<file path="src/rtl/fetch_redirect_unit_if.sv">
// fetch_redirect_unit_if: instruction-memory request/response bus between the
// IF-stage fetch sequencer (master) and the instruction memory (slave).
// Exactly one request is outstanding at a time; the strobe is one cycle wide
// and the response arrives one or more cycles later.
interface fetch_redirect_unit_if #(
    parameter int unsigned ADDR_W = 64
);
    logic              o_imem_req;
    logic [ADDR_W-1:0] o_imem_addr;
    logic              i_imem_valid;
    logic [31:0]       i_imem_data;

    modport master (
        output o_imem_req,
        output o_imem_addr,
        input  i_imem_valid,
        input  i_imem_data
    );

    modport slave (
        input  o_imem_req,
        input  o_imem_addr,
        output i_imem_valid,
        output i_imem_data
    );
endinterface

</file>
<file path="src/rtl/fetch_redirect_unit.sv">
// fetch_redirect_unit: IF-stage program counter and fetch sequencer.
// Issues one instruction-memory request at a time, fills the IF/ID register,
// and on a taken branch resolved in ID redirects the PC to branch PC + offset,
// flushing IF/ID and discarding whatever fetch is still in flight.
//
// state  | meaning
// -------+-----------------------------------------------------------------
// S_RST  | first cycle out of reset, no request yet
// S_REQ  | request strobe driven for r_pc (exactly one cycle)
// S_WAIT | request outstanding, waiting for its response
// S_HOLD | response parked in the skid register, IF/ID still occupied
// S_KILL | outstanding response belongs to a flushed path; drop it on arrival
module fetch_redirect_unit #(
    parameter int unsigned       ADDR_W   = 64,
    parameter logic [ADDR_W-1:0] RESET_PC = '0
) (
    input  logic                  i_clk,
    input  logic                  i_rst_n,

    fetch_redirect_unit_if.master imem,

    input  logic                  i_br,
    input  logic [ADDR_W-1:0]     i_br_off,
    input  logic                  i_stall,

    output logic                  o_ifid_valid,
    output logic [31:0]           o_ifid_inst,
    output logic [ADDR_W-1:0]     o_ifid_pc,
    output logic                  o_misalign
);

    localparam logic [31:0]       NOP_INST   = 32'h0000_0013;
    localparam logic [ADDR_W-1:0] PC_STEP    = ADDR_W'(4);
    localparam logic [ADDR_W-1:0] ALIGN_MASK = {{(ADDR_W-2){1'b1}}, 2'b00};

    typedef enum logic [2:0] {
        S_RST  = 3'd0,
        S_REQ  = 3'd1,
        S_WAIT = 3'd2,
        S_HOLD = 3'd3,
        S_KILL = 3'd4
    } state_t;

    state_t            r_state;
    state_t            w_state_nxt;
    logic [ADDR_W-1:0] r_pc;
    logic [ADDR_W-1:0] w_pc_nxt;
    logic [31:0]       r_skid_inst;
    logic [31:0]       w_skid_inst_nxt;
    logic              r_ifid_valid;
    logic              w_ifid_valid_nxt;
    logic [31:0]       r_ifid_inst;
    logic [31:0]       w_ifid_inst_nxt;
    logic [ADDR_W-1:0] r_ifid_pc;
    logic [ADDR_W-1:0] w_ifid_pc_nxt;
    logic              r_misalign;
    logic              w_misalign_nxt;

    logic              w_consume;
    logic              w_redirect;
    logic              w_ifid_free;
    logic              w_resp;
    logic [ADDR_W-1:0] w_target;

    // ID takes the IF/ID entry this cycle; a taken branch only counts then.
    assign w_consume   = r_ifid_valid & ~i_stall;
    assign w_redirect  = w_consume & i_br;
    assign w_ifid_free = ~r_ifid_valid | w_consume;
    assign w_resp      = imem.i_imem_valid;
    // Branch target wraps modulo 2^ADDR_W; no overflow indication.
    assign w_target    = r_ifid_pc + i_br_off;

    // Next-state, PC, skid and IF/ID update; a redirect overrides everything.
    always_comb begin
        w_state_nxt      = r_state;
        w_pc_nxt         = r_pc;
        w_skid_inst_nxt  = r_skid_inst;
        w_ifid_valid_nxt = r_ifid_valid & ~w_consume;
        w_ifid_inst_nxt  = r_ifid_inst;
        w_ifid_pc_nxt    = r_ifid_pc;
        w_misalign_nxt   = 1'b0;

        case (r_state)
            S_RST: begin
                w_state_nxt = S_REQ;
            end
            S_REQ: begin
                w_state_nxt = S_WAIT;
            end
            S_WAIT: begin
                if (w_resp) begin
                    if (w_ifid_free) begin
                        w_ifid_valid_nxt = 1'b1;
                        w_ifid_inst_nxt  = imem.i_imem_data;
                        w_ifid_pc_nxt    = r_pc;
                        w_pc_nxt         = r_pc + PC_STEP;
                        w_state_nxt      = S_REQ;
                    end else begin
                        // r_pc still names this instruction while it sits in the skid.
                        w_skid_inst_nxt  = imem.i_imem_data;
                        w_state_nxt      = S_HOLD;
                    end
                end
            end
            S_HOLD: begin
                if (w_consume) begin
                    w_ifid_valid_nxt = 1'b1;
                    w_ifid_inst_nxt  = r_skid_inst;
                    w_ifid_pc_nxt    = r_pc;
                    w_pc_nxt         = r_pc + PC_STEP;
                    w_state_nxt      = S_REQ;
                end
            end
            S_KILL: begin
                if (w_resp) begin
                    w_state_nxt = S_REQ;
                end
            end
            default: begin
                w_state_nxt = S_RST;
            end
        endcase

        if (w_redirect) begin
            w_pc_nxt         = w_target & ALIGN_MASK;
            w_ifid_valid_nxt = 1'b0;
            w_skid_inst_nxt  = '0;
            w_misalign_nxt   = w_target[1];
            // A request already issued (or still pending) must be absorbed in
            // S_KILL; a response arriving this very cycle is simply dropped.
            if ((r_state == S_REQ) || ((r_state == S_WAIT) && !w_resp)) begin
                w_state_nxt = S_KILL;
            end else begin
                w_state_nxt = S_REQ;
            end
        end
    end

    // State, PC, skid and IF/ID registers.
    always_ff @(posedge i_clk or negedge i_rst_n) begin
        if (!i_rst_n) begin
            r_state      <= S_RST;
            r_pc         <= RESET_PC;
            r_skid_inst  <= '0;
            r_ifid_valid <= 1'b0;
            r_ifid_inst  <= NOP_INST;
            r_ifid_pc    <= '0;
            r_misalign   <= 1'b0;
        end else begin
            r_state      <= w_state_nxt;
            r_pc         <= w_pc_nxt;
            r_skid_inst  <= w_skid_inst_nxt;
            r_ifid_valid <= w_ifid_valid_nxt;
            r_ifid_inst  <= w_ifid_inst_nxt;
            r_ifid_pc    <= w_ifid_pc_nxt;
            r_misalign   <= w_misalign_nxt;
        end
    end

    assign imem.o_imem_req  = (r_state == S_REQ);
    assign imem.o_imem_addr = r_pc;

    assign o_ifid_valid = r_ifid_valid;
    assign o_ifid_inst  = r_ifid_inst;
    assign o_ifid_pc    = r_ifid_pc;
    assign o_misalign   = r_misalign;

endmodule
</file>
<file path="src/flat_wrapper.sv">
// flat-port wrapper written by rule: the top's interface ports become plain ports
module fetch_redirect_unit_flat 
#(
    parameter int unsigned       ADDR_W   = 64,
    parameter logic [ADDR_W-1:0] RESET_PC = '0
)
  (i_clk, i_rst_n, i_br, i_br_off, i_stall, o_ifid_valid, o_ifid_inst, o_ifid_pc, o_misalign, imem_o_imem_req, imem_o_imem_addr, imem_i_imem_valid, imem_i_imem_data);
  fetch_redirect_unit_if #(.ADDR_W(ADDR_W)) imem_i ();
  input  logic i_clk;
  input  logic i_rst_n;
  input  logic i_br;
  input  logic [ADDR_W-1:0] i_br_off;
  input  logic i_stall;
  output logic o_ifid_valid;
  output logic [31:0] o_ifid_inst;
  output logic [ADDR_W-1:0] o_ifid_pc;
  output logic o_misalign;
  output wire logic [$bits(imem_i.o_imem_req)-1:0] imem_o_imem_req;
  output wire logic [$bits(imem_i.o_imem_addr)-1:0] imem_o_imem_addr;
  input wire logic [$bits(imem_i.i_imem_valid)-1:0] imem_i_imem_valid;
  input wire logic [$bits(imem_i.i_imem_data)-1:0] imem_i_imem_data;
  assign imem_o_imem_req = imem_i.o_imem_req;
  assign imem_o_imem_addr = imem_i.o_imem_addr;
  assign imem_i.i_imem_valid = imem_i_imem_valid;
  assign imem_i.i_imem_data = imem_i_imem_data;
  fetch_redirect_unit #(.ADDR_W(ADDR_W), .RESET_PC(RESET_PC)) u_core (.i_clk(i_clk), .i_rst_n(i_rst_n), .imem(imem_i), .i_br(i_br), .i_br_off(i_br_off), .i_stall(i_stall), .o_ifid_valid(o_ifid_valid), .o_ifid_inst(o_ifid_inst), .o_ifid_pc(o_ifid_pc), .o_misalign(o_misalign));
endmodule
</file>
<file path="config.mk">
export PLATFORM = sky130hd
export DESIGN_NAME = fetch_redirect_unit_flat
export DESIGN_NICKNAME = d
export VERILOG_FILES = /design/src/rtl/fetch_redirect_unit_if.sv /design/src/rtl/fetch_redirect_unit.sv /design/src/flat_wrapper.sv
export SDC_FILE = /design/constraint.sdc
export NUM_CORES = 1
export LEC_CHECK = 0
export ABC_AREA = 1
export BUFFER_PORTS_ARGS = -buffer_cell sky130_fd_sc_hd__buf_2
export CAP_MARGIN = 20
export CORE_MARGIN = 1.5
export CORE_UTILIZATION = 39
export DETAILED_ROUTE_END_ITERATION = 7
export SETUP_SLACK_MARGIN = 0.1
export SKIP_LAST_GASP = 1
export SYNTH_ARGS = -nofsm -noshare
export SYNTH_HDL_FRONTEND = slang
export SYNTH_SLANG_ARGS = --single-unit
export TNS_END_PERCENT = 1
</file>
<file path="constraint.sdc">
create_clock -name i_clk -period 1.8 [get_ports i_clk]
set_input_delay 0.36 -clock i_clk [delete_from_list [all_inputs] [get_ports i_clk]]
set_output_delay 0.36 -clock i_clk [all_outputs]
set_load 0.01 [all_outputs]
</file>
# After elaboration in Yosys (flattened, before gate mapping)

Index checks and enable logic that the tools add are counted.

Reduce and logical (&&, ||, !) cells: 12
Add/subtract/negate cells: 2
Equal/unequal tests: 12
Multiplexer cells: 30
Bitwise logic cells: 7

Operators by type and width:

| cell                                                                     | number |
|---|---|
| 64-bit 2-to-1 mux                                                        | 7 |
| 64-bit case mux with 2 select lines                                      | 2 |
| 32-bit 2-to-1 mux                                                        | 7 |
| 64-bit by 3-bit adder with 64-bit output (second input constant)         | 1 |
| 64-bit adder                                                             | 1 |
| 32-bit case mux with 2 select lines                                      | 1 |
| 3-bit 2-to-1 mux                                                         | 5 |
| 3-bit case mux with 5 select lines                                       | 1 |
| 4-bit AND reduction                                                      | 2 |
| 3-bit by 2-bit == test with 1-bit output (second input constant)         | 2 |
| 2-bit by 1-bit inequality test with 1-bit output (second input constant) | 3 |
| 3-bit by 1-bit inequality test with 1-bit output (second input constant) | 2 |
| 3-bit by 2-bit inequality test with 1-bit output (second input constant) | 2 |
| 3-bit AND reduction                                                      | 2 |
| 2-bit nonzero test                                                       | 3 |
| 1-bit 2-to-1 mux                                                         | 5 |
| 1-bit bitwise AND                                                        | 3 |
| 3-bit by 1-bit == test with 1-bit output (second input constant)         | 1 |
| 3-bit == test (second input constant)                                    | 1 |
| 3-bit zero test                                                          | 1 |
| 1-bit inverter                                                           | 3 |
| 3-bit nonzero test                                                       | 1 |
| 2-bit 2-to-1 mux                                                         | 1 |
| 2-bit inequality test (second input constant)                            | 1 |
| other kinds (5)                                                          | 5 |

Input port bits: 101
Bits in registers: 197
Logic and storage cells: 70
Output and inout bits: 163

# Logic depth before layout (Yosys ltp)

Word-level depth: 8
Mapped depth: 17
Mapped depth without buffers: 17

# Worst setup path after synthesis

No wires, ideal clock.

Kind: flip-flop to flip-flop
Start point: register u_core.r_pc[2] (netlist: u_core.imem.o_imem_addr[2])
End point: register u_core.r_pc[60] (netlist: u_core.imem.o_imem_addr[60])
Buffers on the path: 0
Data arrival time: 1.844 ns
Stages on the path, launching flop included: 15
Library setup time: 0.117 ns
Required time: 1.683 ns
Setup slack: -0.161 ns
Period minus slack after synthesis: 1.961 ns
Cell sequence: dfrtp_1 ha_1 nand2_1 nor2_4 nand3_4 nor2_8 nand2_1 nor2_1 nand2_1 nor2_4 nand3_1 nand2_1 nand3_1 nand2_1 nand2_1

Cells in the longest elaborated chain, start to end: 5
Elaborated cells on any way between the ends: 6
Those cells by class: add/sub: 1; mux: 5

RTL lines:

| item                                       | RTL line                                              | RTL |
|---|---|---|
| start: declaration                         | fetch_redirect_unit.sv:46                             | `logic [ADDR_W-1:0] r_pc;` |
| start signal: assignment                   | fetch_redirect_unit.sv:151                            | `r_pc <= w_pc_nxt;` |
| 64-bit by 3-bit adder with 64-bit output * | fetch_redirect_unit.sv:96, fetch_redirect_unit.sv:110 |  |
| 64-bit 2-to-1 mux                          | fetch_redirect_unit.sv:92                             | `if (w_ifid_free) begin` |
| 64-bit 2-to-1 mux                          | fetch_redirect_unit.sv:91                             | `if (w_resp) begin` |
| 64-bit case mux with 2 select lines *      | fetch_redirect_unit.sv:83                             | `case (r_state)` |
| 64-bit 2-to-1 mux *                        | fetch_redirect_unit.sv:124                            | `if (w_redirect) begin` |

Mark *: on every way between the ends. The rest lies on a longest branch, timed or not. The select of a mux whose other input is x is not followed.
A chain may end at the register's enable or synchronous reset.

# Final worst setup path

Start point: register u_core.r_ifid_pc[8] (netlist: u_core.o_ifid_pc[8])
End point: register u_core.r_pc[53] (netlist: u_core.imem.o_imem_addr[53])

Cells in the longest elaborated chain, start to end: 2

RTL lines:

| item                     | RTL line                   | RTL |
|---|---|---|
| start: declaration       | fetch_redirect_unit.sv:54  | `logic [ADDR_W-1:0] r_ifid_pc;` |
| start signal: assignment | fetch_redirect_unit.sv:155 | `r_ifid_pc <= w_ifid_pc_nxt;` |
| 64-bit adder             | fetch_redirect_unit.sv:71  | `assign w_target = r_ifid_pc + i_br_off;` |
| 64-bit 2-to-1 mux        | fetch_redirect_unit.sv:124 |  |

Every way passes these cells.

==> out/results.txt <==
Outcome: complete, but fails checks
Failing checks: setup timing
Initial Util: 0.399
Mapped Area: 15500 sq um
CP Data Required Time: 2160 ps
Detail Placement HPWL: 56.0 mm
Seq cells post-synth: 193
Synth warn: 0
Remaining routing DRC violations: 0
Nets: 3417
Syn_area_per_cell: 6.12 sq um
Crit path max-delay family: simple AND/OR/NAND/NOR gates
Synth unique cells: 49
Total clock sinks: 193
Clock share of power: 0.104
# IOs: 264
Power Total: 42700 uW
Core area: 38900 sq um
Setup slack at placement: -794 ps
Switch share: 0.490
Final setup viols: 68
FILL cells: 3801
Psw: 20900 uW
Hold Crit Start: i_br_off[1]
First-pass GRT wire length: 106 mm
CTS tree: yes
DR iter-0 viols: 1489
Antenna violations before repair: 2
Combinational Power Share: 0.707
Post-route ant nets: 0
Setup_tns: -15200 ps
Worst path max stage delay: 430 ps
R2r endpoint: u_core.imem.o_imem_addr[53]
PortBufs: 258
Crit path DAT: 2510 ps
Vias in the first global route: 18700
Die W: 203 um
Drt wl/cell: 18.6 um
Global route total overflow: 0
Synthesized netlist cell count: 2535
Final WL: 70.4 mm
Flop pwr share: 0.190
Placed insts: 3715
Worst vdd ir: 0.867 mV
Slack of the critical path: -350 ps
H-tree depth: 4
Reg clk slew, reported paths: 80 ps
MaxCap Viol Count: 0
Fin Hold WS: 97.1 ps
Final period util: 1.19
Worst r2r path cells: 14
LEAKAGE: 0.0128 uW
Crit path max fanout: 4
RSZ-0062 raised after global routing: yes
Gpl congestion: 0.994
Gr usage total: 0.339
Cell depth of the worst min-delay path: 3
Site Rows: 72
Seq/Total Area, Yosys: 0.311
DR vias: 19500
Share of cells above drive strength 1: 0.378
Worst path cell trace: ha_4 > buf_6 > nand2_8 > nor2_4 > buf_6 > nand2_1 > nor2_1 > nand2_1 > nand3_4 > nand3_1 > nand3_1 > nand3_2 > nand2_1 > nand2_1
Worst R2R Setup Slack: -350 ps
Final min period: 2150 ps
CTS Buffer Depth: 2
P_int: 21800 uW
CTS Buf Count: 17
Final Hold Vio Count: 0
DIE AREA: 41000 sq um
Startpoint types: flop
Hold WC Path Type: in2reg
Crit path capture type: flop
Layout Skew: 12.8 ps
Hold EP: u_core.o_misalign
WS Path Type: reg2reg
Clk_lat worst skew: 470 ps
Largest net degree at the start of global routing: 48
Worst path buffer plus inverter count: 2
First-pass DRT Iterations: 6
DIE HEIGHT: 203 um
Synth-to-Final Area Change: 54.6%
Pins Over Slew Limit: 0
Final cell count without fillers: 3786
Max Clk Rate: 465 MHz
Power Dens Cells: 1780 nW/um^2
DR vias/cell: 5.14
CP dominant cell by count: nand2_1
RR Startpoint: u_core.o_ifid_pc[8]
Root Driver: clkbuf_16
CP max stage cell: dfrtp_1
==> through the flow <==
step	cell area (sq um)	utilization
finish	24000	0.617
global route	24000	0.617
CTS	23100	0.593
detailed placement	20900	0.538
global placement	20900	0.538
floorplan	15600	-
==> layout make-up <==
type,count,area (sq um),area share
Multi-Input combinational cell,1862,10900,0.455
Timing Repair Buffer,769,5390,0.225
Sequential cell,193,4840,0.202
Inverter,411,1540,0.0643
Tap cell,518,648,0.0270
Clock buffer,19,453,0.0189
Clock inverter,13,195,0.00813
Antenna cell,1,2.50,0.000104
==> cells by family after synthesis <==
group | Yosys count | share of synthesized area
AO/OA/AOI/OAI | 270 | 0.0975
adder cells (fa/ha/maj) | 62 | 0.0500
other | 1 | 0.000242
XOR/XNOR | 23 | 0.0130
AND/OR/NAND/NOR | 1503 | 0.406
buffers and inverters | 483 | 0.122
flip-flops | 193 | 0.311
==> synth_stat cells, drive strengths merged <==
master | n | area [sq um]
xnor2 | 3 | 26.3
dfrtp | 190 | 4750
inv | 411 | 1540
o311ai | 1 | 8.76
xor2 | 20 | 175
a221oi | 1 | 8.76
nor3 | 43 | 241
nand3b | 11 | 86.3
clkbuf | 30 | 113
o21bai | 10 | 75.1
o211ai | 15 | 113
nor3b | 1 | 7.51
nor2 | 285 | 1160
o2bb2ai | 1 | 8.76
nand3 | 220 | 1130
o21a | 4 | 30.0
and2 | 6 | 40.0
a22oi | 7 | 52.6
o31ai | 1 | 7.51
a21o | 1 | 7.51
nand2 | 901 | 3400
nand4 | 31 | 200
a21oi | 95 | 475
o21ai | 91 | 455
or2 | 4 | 25.0
a31oi | 39 | 244
nor4 | 1 | 6.26
a32oi | 1 | 8.76
dfstp | 3 | 78.8
o22ai | 3 | 18.8
ha | 62 | 776
buf | 42 | 244
conb | 1 | 3.75
==> cells in the final DEF, fill, tap and decap left out, types with 5 or more instances in the layout <==
master / count
nor3_1: 26
nand3b_1: 10
a21oi_4: 7
a31oi_1: 39
buf_4: 477
dfrtp_1: 187
a21oi_2: 31
xor2_1: 18
nand2_1: 752
nor2_1: 214
inv_1: 377
nor2_4: 30
nand2_4: 27
a22oi_1: 5
buf_2: 257
o211ai_1: 15
nand3_1: 171
nor2_2: 40
ha_4: 54
clkbuf_16: 17
o21ai_1: 9
inv_2: 33
nand3_2: 32
nand4_1: 30
nor3_2: 14
o21ai_0: 79
ha_1: 8
a21oi_1: 57
buf_6: 18
buf_12: 15
nand3_4: 17
nand2_2: 120
o21bai_1: 8
==> routing by layer <==
layer  track usage  vias up  wire length [um]
li1              -     9392                 -
met5             0        -                13
met2         0.528      717             31500
met4         0.107        2              1870
met3        0.0579       92              5700
met1         0.478     9262             31300
==> worst max-delay path by stage <==
stage / from / endpoint / slack (ps) / cells after the start
4_1_cts: u_core.o_ifid_pc[17] / u_core.imem.o_imem_addr[60] / -300 / 16
5_1_grt: u_core.o_ifid_pc[45] / u_core.imem.o_imem_addr[59] / -450 / 13
2_1_floorplan: u_core.imem.o_imem_addr[3] / u_core.imem.o_imem_addr[60] / -110 / 14
3_5_place_dp: i_br_off[5] / u_core.imem.o_imem_addr[58] / -790 / 16
3_3_place_gp: i_br_off[5] / u_core.imem.o_imem_addr[26] / -780 / 14
6_report: u_core.o_ifid_pc[8] / u_core.imem.o_imem_addr[53] / -350 / 14
==> what timing repair did <==
| item | 4_1_cts | 5_1_grt |
|---|---|---|
| buffers inserted | 20 | 17 |
| endpoints found under the setup margin | 134 | 194 |
| endpoints found under the hold margin | 36 | 0 |
| hold buffers | 1 | 0 |
| resized for setup | 272 | 215 |
| pin swaps | 69 | 112 |
==> worst register-to-register path: cells and delay by family, from the launching register on <==
family / cells / cell delay [ps]
DFF: 1 / 430
buffers and inverters: 2 / 240
adders and majority gates: 1 / 300
and+or+nand+nor: 11 / 1050
==> sequential cells by signal, summed over array words and instances (netlist names) <==
register and count:
u_core.o_ifid_pc 62, u_core.o_ifid_valid 1, u_core.imem.o_imem_addr 62, u_core.o_misalign 1, u_core.r_state 3, u_core.r_skid_inst 32, u_core.o_ifid_inst 32
==> power by group through the flow <==
stage | Combinational (uW) | Sequential, uW | Clock (uW)
6_report | 30200 | 8110 | 4420
5_1_grt | 32600 | 8330 | 4630
4_1_cts | 28000 | 8030 | 4480
3_5_place_dp | 25600 | 7870 | 0
3_3_place_gp | 25300 | 7840 | 0
2_1_floorplan | 11500 | 8770 | 0
No activity file was read; power rests on OpenSTA's default activity.
